--- src/rtl/tarb_unit.sv ---
// Traversal arbiter: merges trav, short-stack and raygen requests into one registered tcache
// request stream. In-flight traffic wins over new rays, which are throttled by an occupancy count.
module tarb_unit #(
  parameter int unsigned MAX_RAYS = 64,
  parameter int unsigned CNT_W    = $clog2(MAX_RAYS + 1),
  parameter int unsigned DATA_W   = 32
) (
  input  logic              clk,
  input  logic              rst,

  input  logic              raygen_to_tarb_valid,
  input  logic [DATA_W-1:0] raygen_to_tarb_data,
  output logic              raygen_to_tarb_stall,

  input  logic              trav_to_tarb_valid,
  input  logic [DATA_W-1:0] trav_to_tarb_data,
  output logic              trav_to_tarb_stall,

  input  logic              ss_to_tarb_valid,
  input  logic [DATA_W-1:0] ss_to_tarb_data,
  output logic              ss_to_tarb_stall,

  output logic              tarb_to_tcache_valid,
  output logic [DATA_W-1:0] tarb_to_tcache_data,
  input  logic              tarb_to_tcache_stall,

  input  logic              ray_retire,
  output logic [CNT_W-1:0]  rays_in_flight,
  output logic              err_underflow
);

  logic              ready_q;
  logic              rr_q, rr_d;
  logic              out_valid_q, out_valid_d;
  logic [DATA_W-1:0] out_data_q, out_data_d;
  logic [CNT_W-1:0]  count_q, count_d;
  logic              err_q, err_d;

  logic load_en;
  logic gnt_trav, gnt_ss, gnt_ray, any_gnt;
  logic admit, retire;

  assign load_en = ready_q & (~out_valid_q | ~tarb_to_tcache_stall);

  // rr_q=0 prefers trav, rr_q=1 prefers ss; raygen only when no class A traffic and below limit
  assign gnt_trav = trav_to_tarb_valid & (~ss_to_tarb_valid | ~rr_q);
  assign gnt_ss   = ss_to_tarb_valid & (~trav_to_tarb_valid | rr_q);
  assign gnt_ray  = raygen_to_tarb_valid & ~trav_to_tarb_valid & ~ss_to_tarb_valid &
                    (count_q < CNT_W'(MAX_RAYS));
  assign any_gnt  = gnt_trav | gnt_ss | gnt_ray;

  assign trav_to_tarb_stall   = ~(gnt_trav & load_en);
  assign ss_to_tarb_stall     = ~(gnt_ss & load_en);
  assign raygen_to_tarb_stall = ~(gnt_ray & load_en);

  assign admit  = gnt_ray & load_en;
  assign retire = ray_retire & ((count_q != '0) | admit);

  always_comb begin
    out_valid_d = out_valid_q;
    out_data_d  = out_data_q;
    rr_d        = rr_q;
    if (load_en) begin
      out_valid_d = any_gnt;
      if (gnt_trav) begin
        out_data_d = trav_to_tarb_data;
        rr_d       = 1'b1;
      end else if (gnt_ss) begin
        out_data_d = ss_to_tarb_data;
        rr_d       = 1'b0;
      end else if (gnt_ray) begin
        out_data_d = raygen_to_tarb_data;
      end
    end
  end

  always_comb begin
    count_d = count_q;
    if (admit && !retire) begin
      count_d = count_q + CNT_W'(1);
    end else if (retire && !admit) begin
      count_d = count_q - CNT_W'(1);
    end
    err_d = err_q | (ray_retire & ~admit & (count_q == '0));
  end

  always_ff @(posedge clk or negedge rst) begin
    if (!rst) begin
      ready_q     <= 1'b0;
      rr_q        <= 1'b0;
      out_valid_q <= 1'b0;
      out_data_q  <= '0;
      count_q     <= '0;
      err_q       <= 1'b0;
    end else begin
      ready_q     <= 1'b1;
      rr_q        <= rr_d;
      out_valid_q <= out_valid_d;
      out_data_q  <= out_data_d;
      count_q     <= count_d;
      err_q       <= err_d;
    end
  end

  assign tarb_to_tcache_valid = out_valid_q;
  assign tarb_to_tcache_data  = out_data_q;
  assign rays_in_flight       = count_q;
  assign err_underflow        = err_q;

endmodule

--- config.mk ---
export PLATFORM = sky130hd
export DESIGN_NAME = tarb_unit
export DESIGN_NICKNAME = d
export VERILOG_FILES = /design/src/rtl/tarb_unit.sv
export SDC_FILE = /design/constraint.sdc
export NUM_CORES = 1
export LEC_CHECK = 0
export CELL_PAD_IN_SITES_DETAIL_PLACEMENT = 0
export CELL_PAD_IN_SITES_GLOBAL_PLACEMENT = 1
export CORE_AREA = 2 2 91 127
export CTS_CLUSTER_DIAMETER = 30
export DETAILED_ROUTE_END_ITERATION = 10
export DIE_AREA = 0 0 93 129
export PLACE_DENSITY = 0.84
export SYNTH_ARGS = -nofsm -noshare
export SYNTH_HDL_FRONTEND = slang
export SYNTH_SLANG_ARGS = --single-unit
--- constraint.sdc ---
create_clock -name clk -period 3.1 [get_ports clk]
set_clock_uncertainty 0.15 [all_clocks]
set_input_delay 0.775 -clock clk [delete_from_list [all_inputs] [get_ports clk]]
set_output_delay 0.775 -clock clk [all_outputs]
set_load 0.02 [all_outputs]
* Word level (Yosys, flattened, before mapping)
Cells that the tools add are included.
** Storage, ports and cells
- Flip-flop bits (word level) :: 43
- Logic and storage cells :: 54
** Cells by class
- Add/subtract/negate cells :: 2
- Order comparisons :: 1
- Mux-type cells :: 7
- Bitwise operators :: 27
- Reduce and logical (&&, ||, !) cells :: 11
** Operator list (number)
- 32-bit two-way mux :: 3
- 7-bit two-way mux :: 2
- 1-bit AND :: 12
- 1-bit NOT :: 8
- 7-bit by 1-bit adder with 7-bit output, second input constant :: 1
- 7-bit logical NOT :: 1
- 7-bit less-than comparator, second input constant :: 1
- 1-bit OR :: 7
- 7-bit nonzero test :: 1
- 7-bit by 1-bit subtractor with 7-bit output, second input constant :: 1
- 2-bit AND reduction :: 2
- 2-bit nonzero test :: 2
- 3-bit nonzero test :: 1
- 1-bit logical AND :: 2
- 1-bit logical NOT :: 2
- 1-bit two-way mux :: 2

* Logic depth before layout (Yosys ltp)
Gate-level depths: netlist of the first run.
- Word-level depth :: 10
- Gate-level depth with buffers :: 9
- Mapped depth without buffers :: 8

* Least setup slack after synthesis of the first run
OpenSTA, ideal clock, no wires.
- Path kind :: input-to-reg
- Start :: in trav_to_tarb_valid
- End :: reg count_q[5] (netlist: rays_in_flight[5])
- Setup time :: 0.125 ns
- Arrival time :: 3.198 ns
- Data required time :: 2.825 ns
- Setup slack :: -0.373 ns
- Stages :: 9
- Cell sequence :: buf_6 > or4b_4 > nor3_2 > inv_1 > ha_1 > a211oi_1 > nor3_1 > or3b_2 > mux2_2
** On the way
- Longest elaborated chain between the ends :: 10
- Elaborated cells on any way between the ends :: 13
- Classes of those cells :: 1 x mux; 7 x bitwise; 5 x reduce/logical
** Ends and longest elaborated chain
- start, declared :: line 15 : input logic trav_to_tarb_valid,
- 1-bit NOT * :: line 48 : assign gnt_ray = raygen_to_tarb_valid & ~trav_to_tarb_valid & ~ss_to_tarb_valid &
- 1-bit AND * (3 in series) :: line 48
- 1-bit AND * :: line 56 : assign admit = gnt_ray & load_en;
- 1-bit OR :: line 57 : assign retire = ray_retire & ((count_q != '0) | admit);
- 1-bit AND :: line 57
- 1-bit logical NOT :: line 79 : if (admit && !retire) begin
- 1-bit logical AND :: line 79
- 7-bit two-way mux / 2-bit nonzero test (equally long branches)
- end signal, assigned :: line 100 : count_q <= count_d;
- end, declared :: line 36 : logic [CNT_W-1:0] count_q, count_d;
Every way passes the cells marked *; elsewhere a longest branch is shown, timed or not.
A chain may end at the register's enable or synchronous reset.

* Worst setup path after layout of the first run
- Start :: in trav_to_tarb_valid
- End :: reg count_q[6] (netlist: rays_in_flight[6])
Same word-level chain as after synthesis.

==> qor.csv, run 1 <==
stage,metric,value,unit
synth,ys_ff_latch,43,
sta,fin_crit_sh,97.8,%
worst_setup_path,cp_max_fo,7,
sta,worst_pin_slew,0.675,ns
worst_setup_path,slowest_stage,or4b_4,
worst_setup_path,crit_arrival,3.04,ns
final_layout,final_layout_size_suffix_gt1_share,14.0,%
worst_setup_path,crit_chain,"buf_8, or4b_4, nor3_4, clkinv_4, fa_1, a211oi_1, o21ai_0, a221oi_1, a311oi_1",
routing,vias,2840,
routing,drt_wl_total,9630,um
hold_path,hold_path_class,register to register,
cts,clockRootBuffer,clkbuf_16,
cts,htree_levels,2,
sta,final_hold_viol_count,0,
cts,cts_hold_buf,0,
die,pin_count,147,
global_route,grt_usage,16.2,%
cts,cts.path.max_buffers,2,
synth,synth_edf_count,0,
die,rows,45,
flow_run,drv_cap,0,
routing,drc,0,
cts,cts_tree,yes,
final_layout,final_core_utilization,44.4,%
final_layout,final_cell_mix,"clkdlybuf4s50_1, dfrtp_1, nand2_1",
run_status,status,"finished, final reports clean",
sta,fin_ws,0.0669,ns
synth,syn_inst,291,
worst_setup_path,crit_family,simple AND/OR/NAND/NOR gates,
synth,synthesis.nets,401,
placement,placed_area,0.00457,mm^2
placement,place_congestion,0.796,
cts,clkTransAtPathRegs,0.06,ns
synth,syn_area_per_cell,9.47,um^2
synth,yosysUniqueCellTypes,42,
final_layout,fin_area,0.00480,mm^2
global_route,grt_pass1_vias,3009,
synth,netlist_area,0.00276,mm^2
power,leakage,1.94,nW
sta,fin_tns_setup,0,ns
routing,drtIter0Drc,77,
worst_setup_path,max_stage_delay,0.56,ns
power,ir_worst_vdd,0.000502,V
final_layout,antenna_cells,0,
routing,viasPerCell,4.86,
sta,rsz0062_at_grt,yes,
final_layout,fillers,1053,
routing,antenna_left,0,
global_route,grt_max_degree,50,
worst_setup_path,worstPathRequired,3.11,ns
routing,drt_first_pass_iters,6,
final_layout,layout_commonest_cell,clkdlybuf4s50_1,
sta,max_freq,330,MHz
placement,post-place-ws,-0.480,ns
worst_setup_path,end_kind,register,
die,die_h,129,um
die,die-area,0.0120,mm^2
synth,synth_async_sr_flop_share,100,%
sta,slew_violations,0,
die,start_util,25.5,%
cts,clk_latency,0.28,ns
global_route,grt_overflow,0,
sta,finalSetupViolCount,0,
routing,routedWlPerCell,16.5,um
die,die_w,93,um
placement,io_buffers,146,
sta,max_slew_margin,55.0,%
worst_setup_path,cp-start-kind,input pin,
synth,ys_seq_area_share,39.0,%
global_route,antenna_found_initial,0,
synth,ys.flop_type,dfrtp_1,
final_layout,nets,553,
cts,cts-buffers-inserted,5,
power,powerDensity,658,mW/mm^2
sta,min_period,3.03,ns
cts,cts.sinks,43,
final_layout,syn_to_final_growth,74.2,%
sta,whs,0.316,ns
synth,ys_warn_count,0,
worst_setup_path,worst-path-buf-inv,2,
worst_setup_path,worstSetupPathType,input pin to register,
die,core,0.0108,mm^2
placement,place_hpwl,7100,um
global_route,grt_pass1_wl,15200,um
## cell families (layout without fill, tap and decap cells)
kind of cell,count (synthesis),in the layout,share of synthesized area [%]
other,1,1,0.136
muxes,37,37,13.7
buffers and inverters,29,181,4.36
AOI/OAI and AO/OA,116,116,28.9
DFF,43,43,39.0
adders and majority gates,7,7,3.45
xor gates and xnor gates,4,4,1.27
and+or+nand+nor,54,54,9.21
## flip-flops by register name, summed over array words and instances (netlist names)
name                  flops
ready_q                   1
tarb_to_tcache_valid      1
rays_in_flight            7
tarb_to_tcache_data      32
rr_q                      1
err_underflow             1
## synthesized netlist by cell type, types with 2 or more instances
cell type	n	area share [%]
nand2b_1	2	0.45
a21o_1	2	0.54
or2_2	2	0.45
o2bb2ai_1	32	10
mux2_2	5	2.0
o21ai_0	35	6.4
a21oi_1	2	0.36
mux2i_1	32	12
nor3_1	2	0.36
dfrtp_1	43	39
inv_1	3	0.41
a211oi_1	2	0.54
nand2_1	39	5.3
or3b_2	2	0.64
xnor2_1	3	0.95
buf_2	3	0.54
clkbuf_1	21	2.9
ha_1	6	2.7
a31oi_1	32	7.3
## final timing paths
check	slack, ns	start	cells after the start	to
worst max-delay path	0.07	trav_to_tarb_valid	9	rays_in_flight[6]$_DFFE_PN0P_
worst min-delay path	0.32	err_underflow$_DFF_PN0_	1	err_underflow$_DFF_PN0_
worst max register to register	0.27	rays_in_flight[6]$_DFFE_PN0P_	8	rays_in_flight[6]$_DFFE_PN0P_
worst min register to register	0.32	err_underflow$_DFF_PN0_	1	err_underflow$_DFF_PN0_
max in group asynchronous	1.77	rst	2	tarb_to_tcache_data[6]$_DFFE_PN0P_
min in group asynchronous	0.33	rst	1	tarb_to_tcache_data[25]$_DFFE_PN0P_
## cell type report
class,count,area [um^2],share of cell area (%)
well taps,141,176,3.67
clock buffers,6,139,2.89
repair buffers,171,1710,35.5
flip-flops and latches,43,1080,22.4
multi-input cells,219,1680,35.0
clock inverters,1,5.00,0.104
inverters,3,16.3,0.339
## per-stage QoR
step | total power, mW | std cells
6_report | 3.16 | 584
5_1_grt | 3.37 | 584
4_1_cts | 3.19 | 582
3_5_place_dp | 2.60 | 573
3_3_place_gp | 2.55 | 573
2_1_floorplan | 1.79 | 291
## power breakdown
group	internal (mW)	leakage [nW]	switching, mW
Combinational	0.926	1.34	0.800
Clock	0.315	0.0727	0.213
Sequential	0.744	0.523	0.163
Total	1.98	1.94	1.18
## repair_timing
item | 4_1_cts | 5_1_grt
endpoints found under the setup margin | 6 | 3
buffers inserted | 1 | 2
resized for setup | 13 | 10
cloned | 1 | 0
endpoints found under the hold margin | 0 | 0
pin swaps | 4 | 6
## routing by layer
layer | part of all wire, % | track usage (%)
met5 | 0 | 0
met4 | 2.0 | 5.54
met3 | 3.1 | 1.99
met2 | 55 | 31.7
met1 | 40 | 17.7
No activity file was read; power rests on OpenSTA's default activity.
==> inputs of run 2 (changes only) <==
- CORE_AREA: 2 2 91 127 -> 2 2 96 121
- DIE_AREA: 0 0 93 129 -> 0 0 98 123
- PLACE_DENSITY: 0.84 -> 0.83
- clock period: 3.1 -> 2.55 ns (I/O delays scaled with it)
==> qor.csv, run 2 (synthesis results as in run 1) <==
stage,metric,value,unit
run_status,status,"complete, but fails checks",
run_status,violations,negative setup slack,
flow_run,drv_cap,0,
placement,place_congestion,0.787,
sta,max_slew_margin,57.7,%
sta,max_freq,352,MHz
global_route,grt_pass1_wl,14600,um
sta,fin_ws,-0.293,ns
global_route,grt_overflow,0,
cts,cts_tree,yes,
cts,cts-buffers-inserted,5,
sta,finalSetupViolCount,5,
routing,vias,2844,
routing,routedWlPerCell,15.9,um
sta,fin_tns_setup,-0.788,ns
routing,drt_first_pass_iters,4,
sta,slew_violations,0,
worst_setup_path,r2r_cells,8,
routing,drtIter0Drc,69,
final_layout,layout_commonest_cell,clkdlybuf4s50_1,
cts,clk_latency,0.28,ns
sta,fin_crit_sh,111,%
worst_setup_path,crit_arrival,2.86,ns
worst_setup_path,cp-start-kind,input pin,
cts,clockRootBuffer,clkbuf_16,
final_layout,final_cell_mix,"clkdlybuf4s50_1, dfrtp_1, nand2_1",
final_layout,syn_to_final_growth,73.6,%
sta,whs,0.181,ns
routing,drc,0,
sta,min_period,2.84,ns
final_layout,nets,552,
worst_setup_path,slowest_stage,or4b_4,
die,rows,43,
cts,htree_levels,2,
hold_path,hold_path_class,input pin to async pin,
routing,viasPerCell,4.92,
global_route,grt_pass1_vias,2928,
sta,final_hold_viol_count,0,
placement,place_inst,567,
worst_setup_path,cp_max_fo,7,
die,die_h,123,um
final_layout,final_core_utilization,43.8,%
die,core,0.0109,mm^2
final_layout,final_layout_size_suffix_gt1_share,15.3,%
die,start_util,25.2,%
placement,io_buffers,146,
final_layout,instances_no_fill,578,
global_route,antenna_found_initial,0,
die,die_w,98,um
die,die-area,0.0121,mm^2
routing,antenna_left,0,
cts,cts.path.max_buffers,2,
cts,cts.sinks,43,
die,pin_count,147,
power,ir_worst_vdd,0.000302,V
final_layout,largest_reg_flops,32,
sta,worst_pin_slew,0.635,ns
worst_setup_path,worstPathRequired,2.57,ns
sta,rsz0062_at_grt,yes,
worst_setup_path,end_kind,register,
global_route,grt_max_degree,66,
power,powerDensity,828,mW/mm^2
final_layout,antenna_cells,0,
worst_setup_path,worstSetupPathType,input pin to register,
power,total_power,3.96,mW
global_route,grt_usage,15.3,%
placement,place_hpwl,7010,um
routing,drt_wl_total,9170,um
worst_setup_path,crit_chain,"buf_6, or4b_4, nor3_4, inv_4, ha_4, a211oi_4, nor3_1, or3b_4, mux2_4",
worst_setup_path,max_stage_delay,0.57,ns
power,leakage,1.92,nW
cts,clkTransAtPathRegs,0.06,ns
run 2: area by class of cell:
type                            instances  area (um^2)
Multi-Input combinational cell        219         1700
Timing Repair Buffer                  170         1650
Clock buffer                            6          139
Inverter                                3         13.8
Tap cell                              135          169
Fill cell                            1054         6140
Sequential cell                        43         1080
Clock inverter                          2         35.0
run 2: report_power, final:
part	leakage (nW)	internal [mW]	switching, mW
Combinational	1.31	1.11	0.983
Sequential	0.523	0.904	0.218
Clock	0.0868	0.487	0.261
run 2: worst paths after layout:
kind / from / end / slack (ns)
min: rst / tarb_to_tcache_data[8]$_DFFE_PN0P_ / 0.18
max in group asynchronous: rst / tarb_to_tcache_data[23]$_DFFE_PN0P_ / 1.86
min reg2reg: err_underflow$_DFF_PN0_ / err_underflow$_DFF_PN0_ / 0.32
max reg2reg: rays_in_flight[6]$_DFFE_PN0P_ / rays_in_flight[5]$_DFFE_PN0P_ / -0.26
max: trav_to_tarb_valid / rays_in_flight[5]$_DFFE_PN0P_ / -0.29
min in group clk: err_underflow$_DFF_PN0_ / err_underflow$_DFF_PN0_ / 0.32
run 2: timing repair:
action / 4_1_cts / 5_1_grt
buffers inserted: 3 / 0
endpoints found under the setup margin: 9 / 6
cloned: 0 / 0
hold buffers: 0 / 0
endpoints found under the hold margin: 0 / 0
pin swaps: 10 / 0
gates resized for setup: 27 / 1
run 2: metal layers:
| metal | part of all wire, % | vias up | global-route usage (%) | wire length, um |
|---|---|---|---|---|
| li1 | - | 1404 | - | - |
| met1 | 41 | 1329 | 17.9 | 3770 |
| met2 | 51 | 102 | 27.7 | 4710 |
| met3 | 6.3 | 9 | 4.13 | 578 |
| met4 | 1.1 | 0 | 3.82 | 104 |
| met5 | 0 | - | 0 | 0 |
run 2: worst max-delay path, delay by kind of cell:
family                     cells  cell delay (ns)
AOI/OAI and AO/OA              1             0.27
adders and majority gates      1             0.25
buffers and inverters          2             0.21
muxes                          1             0.28
and+or+nand+nor                4             1.21
run 2: stage by stage:
stage	setup slack [ns]	cell area (um^2)
finish	-0.293	4790
global route	-0.346	4790
CTS	-0.271	4780
detailed placement	-0.960	4560
global placement	-0.870	4560
floorplan	-0.615	2850
==> inputs of run 3 (changes only) <==
- ABC_AREA: unset -> 0
- CORE_AREA: 2 2 96 121 -> 2 2 88 111
- DIE_AREA: 0 0 98 123 -> 0 0 90 113
- PLACE_DENSITY: 0.83 -> 0.93
- clock period: 2.55 -> 3.5 ns (I/O delays scaled with it)
==> qor.csv, run 3 (synthesis results as in run 1) <==
stage,metric,value,unit
sta,worst_pin_slew,0.975,ns
power,ir_worst_vdd,0.000475,V
routing,drtIter0Drc,102,
worst_setup_path,r2r_start,rays_in_flight[6]$_DFFE_PN0P_,
final_layout,layout_commonest_cell,clkdlybuf4s50_1,
die,pin_count,147,
final_layout,final_cell_mix,"clkdlybuf4s50_1, dfrtp_1, nand2_1",
hold_path,worstHoldStart,tarb_to_tcache_data[7]$_DFFE_PN0P_,
sta,max_freq,293,MHz
final_layout,instances_no_fill,564,
final_layout,multi_input_area,0.00163,mm^2
final_layout,fin_area,0.00468,mm^2
routing,drt_wl_total,8990,um
cts,clk_latency,0.28,ns
worst_setup_path,worstSetupPathType,input pin to output port,
final_layout,largest_reg_flops,32,
routing,drc,0,
global_route,antenna_found_initial,0,
placement,io_buffers,146,
cts,cts.sinks,43,
cts,htree_levels,2,
placement,place_congestion,0.891,
placement,place_inst,556,
cts,clkTransAtPathRegs,0.06,ns
placement,place_hpwl,6860,um
worst_setup_path,worstPathRequired,2.47,ns
final_layout,fillers,868,
hold_path,hold_path_class,register to register,
global_route,grt_pass1_wl,14900,um
final_layout,register_area,0.00108,mm^2
worst_setup_path,r2r_cells,9,
worst_setup_path,regToRegEndpoint,rays_in_flight[6]$_DFFE_PN0P_,
worst_setup_path,crit_arrival,2.39,ns
die,die_w,90,um
worst_setup_path,end_kind,output port,
die,die-area,0.0102,mm^2
final_layout,syn_to_final_growth,69.7,%
worst_setup_path,cp-start-kind,input pin,
global_route,grt_usage,17.9,%
sta,whs,0.330,ns
sta,finalSetupViolCount,0,
final_layout,final_layout_size_suffix_gt1_share,12.5,%
die,rows,39,
routing,vias,2868,
power,leakage,1.89,nW
routing,drt_first_pass_iters,4,
cts,post_cts_buffers,0,
worst_setup_path,cp_max_fo,3,
cts,cts_tree,yes,
worst_setup_path,setup.worst_path.start,tarb_to_tcache_stall,
placement,placed_area,0.00445,mm^2
final_layout,antenna_cells,0,
routing,viasPerCell,5.09,
power,powerDensity,599,mW/mm^2
sta,min_period,3.42,ns
worst_setup_path,r2r_setup_slack,0.48,ns
cts,cts-buffers-inserted,5,
cts,cts_hold_buf,0,
global_route,grt_pass1_vias,2993,
hold_path,hold_end,tarb_to_tcache_data[7]$_DFFE_PN0P_,
global_route,grt_max_degree,51,
routing,routedWlPerCell,15.9,um
hold_path,min_path_cells,2,
sta,slew_violations,0,
cts,cts.path.max_buffers,2,
global_route,grt_overflow,0,
sta,fin_crit_sh,97.7,%
die,start_util,30.4,%
final_layout,nets,550,
run_status,status,"finished, final reports clean",
sta,max_slew_margin,35.0,%
die,core,0.00908,mm^2
sta,final_hold_viol_count,0,
flow_run,drv_cap,0,
sta,rsz0062_at_grt,no,
cts,clockRootBuffer,clkbuf_16,
routing,antenna_left,0,
die,die_h,113,um
run 3: cell count changes in the layout (fill, tap and decap cells not counted), moves of 2 or more:
cell             previous run  this run
a21oi_1                     0         2
a21oi_2                     2         0
buf_2                       3         1
clkdlybuf4s50_1           138       140
ha_1                        1         3
ha_4                        5         2
o21ai_2                     2         0
run 3: power by group:
part / internal [mW] / switching, mW / total [mW]
sequential: 0.658 / 0.165 / 0.823
clock: 0.355 / 0.186 / 0.541
combinational: 0.752 / 0.684 / 1.44
total: 1.76 / 1.04 / 2.80
run 3: worst max-delay path by stage:
stage / endpoint / slack [ns] / depth (start not counted)
5_1_grt: rays_in_flight[6]$_DFFE_PN0P_ / 0.01 / 10
6_report: ss_to_tarb_stall / 0.08 / 4
2_1_floorplan: rays_in_flight[5]$_DFFE_PN0P_ / 0.04 / 9
4_1_cts: ss_to_tarb_stall / 0.08 / 4
3_5_place_dp: rays_in_flight[5]$_DFFE_PN0P_ / -0.42 / 9
3_3_place_gp: rays_in_flight[5]$_DFFE_PN0P_ / -0.30 / 9
run 3: timing repair:
item,CTS,global route
setup endpoints to repair,4,1
resized for setup,15,1
pin swaps,3,0
run 3: layout make-up:
class / instances / share of cell area (%)
clock buffer: 6 / 2.97
tap: 123 / 3.29
clock inverter: 2 / 0.749
inverter: 3 / 0.294
timing repair buffer: 168 / 34.8
multi-input combinational: 219 / 34.9
sequential: 43 / 23.0
run 3: critical path, stage by stage:
cell             delay, ns
clkdlybuf4s50_1       0.42
a21boi_0              0.37
nand3_1               0.15
clkdlybuf4s50_1       0.57
run 3: per-stage QoR:
stage	setup slack, ns	util (%)	setup TNS [ns]	power, mW
after floorplan	0.0406	-	0	1.51
after global placement	-0.302	49.0	-1.15	2.18
after detailed placement	-0.424	49.0	-1.35	2.23
after CTS	0.0816	51.5	0	2.81
after global routing	0.0110	51.5	0	2.98
final	0.0817	51.5	0	2.80
run 3: metal layers:
layer,part of all wire (%),up-vias,GRT usage (%),wire (um)
met2,51,96,32.5,4610
met3,5.6,14,4.53,505
met5,0,-,0,0
met4,1.9,0,5.23,172
met1,41,1356,20.9,3700
li1,-,1402,-,-
==> RTL change, RTL diff (config.mk and constraints of run 1) <==
Change the parameter `MAX_RAYS` from 64 to 128.
--- a/src/rtl/tarb_unit.sv
+++ b/src/rtl/tarb_unit.sv
@@ -1,7 +1,7 @@
 // Traversal arbiter: merges trav, short-stack and raygen requests into one registered tcache
 // request stream. In-flight traffic wins over new rays, which are throttled by an occupancy count.
 module tarb_unit #(
-  parameter int unsigned MAX_RAYS = 64,
+  parameter int unsigned MAX_RAYS = 128,
   parameter int unsigned CNT_W    = $clog2(MAX_RAYS + 1),
   parameter int unsigned DATA_W   = 32
 ) (
Ports: changed (resized rays_in_flight); port bits go from 147 to 148. No check against the original RTL was run, so the function may have changed too.
==> RTL change against run 1 <==
- sequential power up 2.8%
- setup slack better by 0.063 ns
- sequential share of layout area up 0.75 points
- via count up 7.5%
- critical endpoint is now rays_in_flight[7]
- cell area down 0.99%
- sequential cell count up 1
- area after synthesis up 4.4%
- clock power down 5.3%
- routed wire length down 3.6%
- power down 1.5%
==> RTL change: results (changes against run 1) <==
* M3 GR Usage at 3.10% (+1.1 points)
* Post CTS Setup Buffer Count at 0 (-1)
* DPL Wire Length at 7.28 mm (+2.5%)
* Area contributors post-synth: dfrtp_1 38%, nand2_1 9.3%, a211oi_1 8.9%, nand2b_1 7.0%, a21oi_1 6.6%
* Met2 wire len at 5.10 mm (-3.8%)
* FF-to-FF End: rays_in_flight[7]
* Final Non-Filler Cells at 655 (+12%)
* P_comb at 1680 uW (-3%)
* Seq pwr share at 30.0% (+1.3 points)
* Tot GR Track Use at 15.1% (-1.1 points)
* Leak pwr at 0.00194 uW (+0.16%)
* Power Dens Cells at 654 nW/um2 (-0.55%)
* Fin nets at 624 (+13%)
* R2r worst-path depth at 10 (+2)
* Hold_ws at 0.326 ns (+0.0101 ns)
* GPL Wtd Cong at 0.877 (+10%)
* Post-Route WL at 9.28 mm (-3.6%)
* Placed cell area at 4610 um2 (+1.0%)
* Seq/Total Area, Yosys at 38.2% (-0.79 points)
* WP data arrival at 3.05 ns (about the same)
* Largest net degree at the start of global routing at 39 (-22%)
* CP max FO at 4 (-3)
* Vias in the first global route at 3048 (+1.3%)
* DR WL met3 at 410 um (+39%)
* Global-route wire length before repair at 14.4 mm (-5.3%)
* DRT iter0 DRCs at 63 (-18%)
* Worst VDD drop at 352 uV (-30%)
* Placed cells at 648 (+13%)
* Syn Nets at 469 (+17%)
* Routing usage on met2 at 30.0% (-1.7 points)
* Critical Path Source: raygen_to_tarb_valid
* List of most frequent post-synthesis cells: 71 x nand2_1, 44 x dfrtp_1, 38 x a21oi_1, 36 x nor2_1, 34 x a211oi_1
* Via count at 3054 (+7.5%)
* DR pass1 iterations at 4 (-2)
* Met1 Usage GRT at 15.5% (-2.2 points)
* IO buf count at 147 (+0.68%)
* Switching Share at 37.8% (+0.57 points)
* DP Worst Slack at -0.225 ns (+0.255 ns)
* Sequential logic power at 932 uW (+2.8%)
* Worst reg2reg path startpoint: rays_in_flight[7]
* Wire length on met1 at 3.59 mm (-6.4%)
* CTS resizes at 3 (-10)
* Outcome: complete, no violations
* Mean Syn Cell Area at 8.02 um2 (-15%)
RTL change: cell count changes after synthesis, moves of 10 or more:
| cell | delta |
|---|---|
| a21oi_1 | +36 |
| nand2b_1 | +30 |
| nor2_1 | +35 |
| mux2i_1 | -32 |
| o2bb2ai_1 | -32 |
| clkbuf_1 | -11 |
| a31oi_1 | -31 |
| a211oi_1 | +32 |
| buf_2 | +10 |
| nand2_1 | +32 |
RTL change: worst max-delay path by stage:
stage | to | slack (ns) | cells past startpoint
6_report | rays_in_flight[7] | 0.13 | 11
5_1_grt | rays_in_flight[7] | 0.02 | 11
4_1_cts | rays_in_flight[5] | 0.07 | 10
3_5_place_dp | rays_in_flight[5] | -0.23 | 10
3_3_place_gp | rays_in_flight[6] | -0.15 | 10
2_1_floorplan | rays_in_flight[6] | 0.17 | 10
RTL change: critical path: stages:
cell,delay (ns)
clkdlybuf4s50_1,0.45
nor2b_1,0.16
and4b_2,0.27
inv_1,0.09
buf_4,0.16
ha_1,0.32
o21ai_0,0.13
o211ai_1,0.29
a21oi_1,0.11
a31oi_1,0.15
o21a_1,0.14
RTL change: kinds of logic after synthesis:
| group | Yosys count | synth area share, % |
|---|---|---|
| other | 1 | 0.130 |
| multiplexers | 6 | 3.13 |
| flip-flops | 44 | 38.2 |
| adder cells (fa/ha/maj) | 7 | 3.30 |
| AND/OR/NAND/NOR | 147 | 23.6 |
| buffers and inverters | 28 | 4.52 |
| AO/OA/AOI/OAI | 120 | 25.2 |
| XOR/XNOR | 6 | 1.83 |
RTL change: layout make-up:
| class | count | share of cell area, % |
|---|---|---|
| clock inverter | 1 | 0.105 |
| inverter | 3 | 0.237 |
| timing repair buffer | 173 | 34.8 |
| multi-input combinational | 287 | 35.3 |
| clock buffer | 6 | 2.71 |
| sequential | 44 | 23.2 |
| tap | 141 | 3.71 |
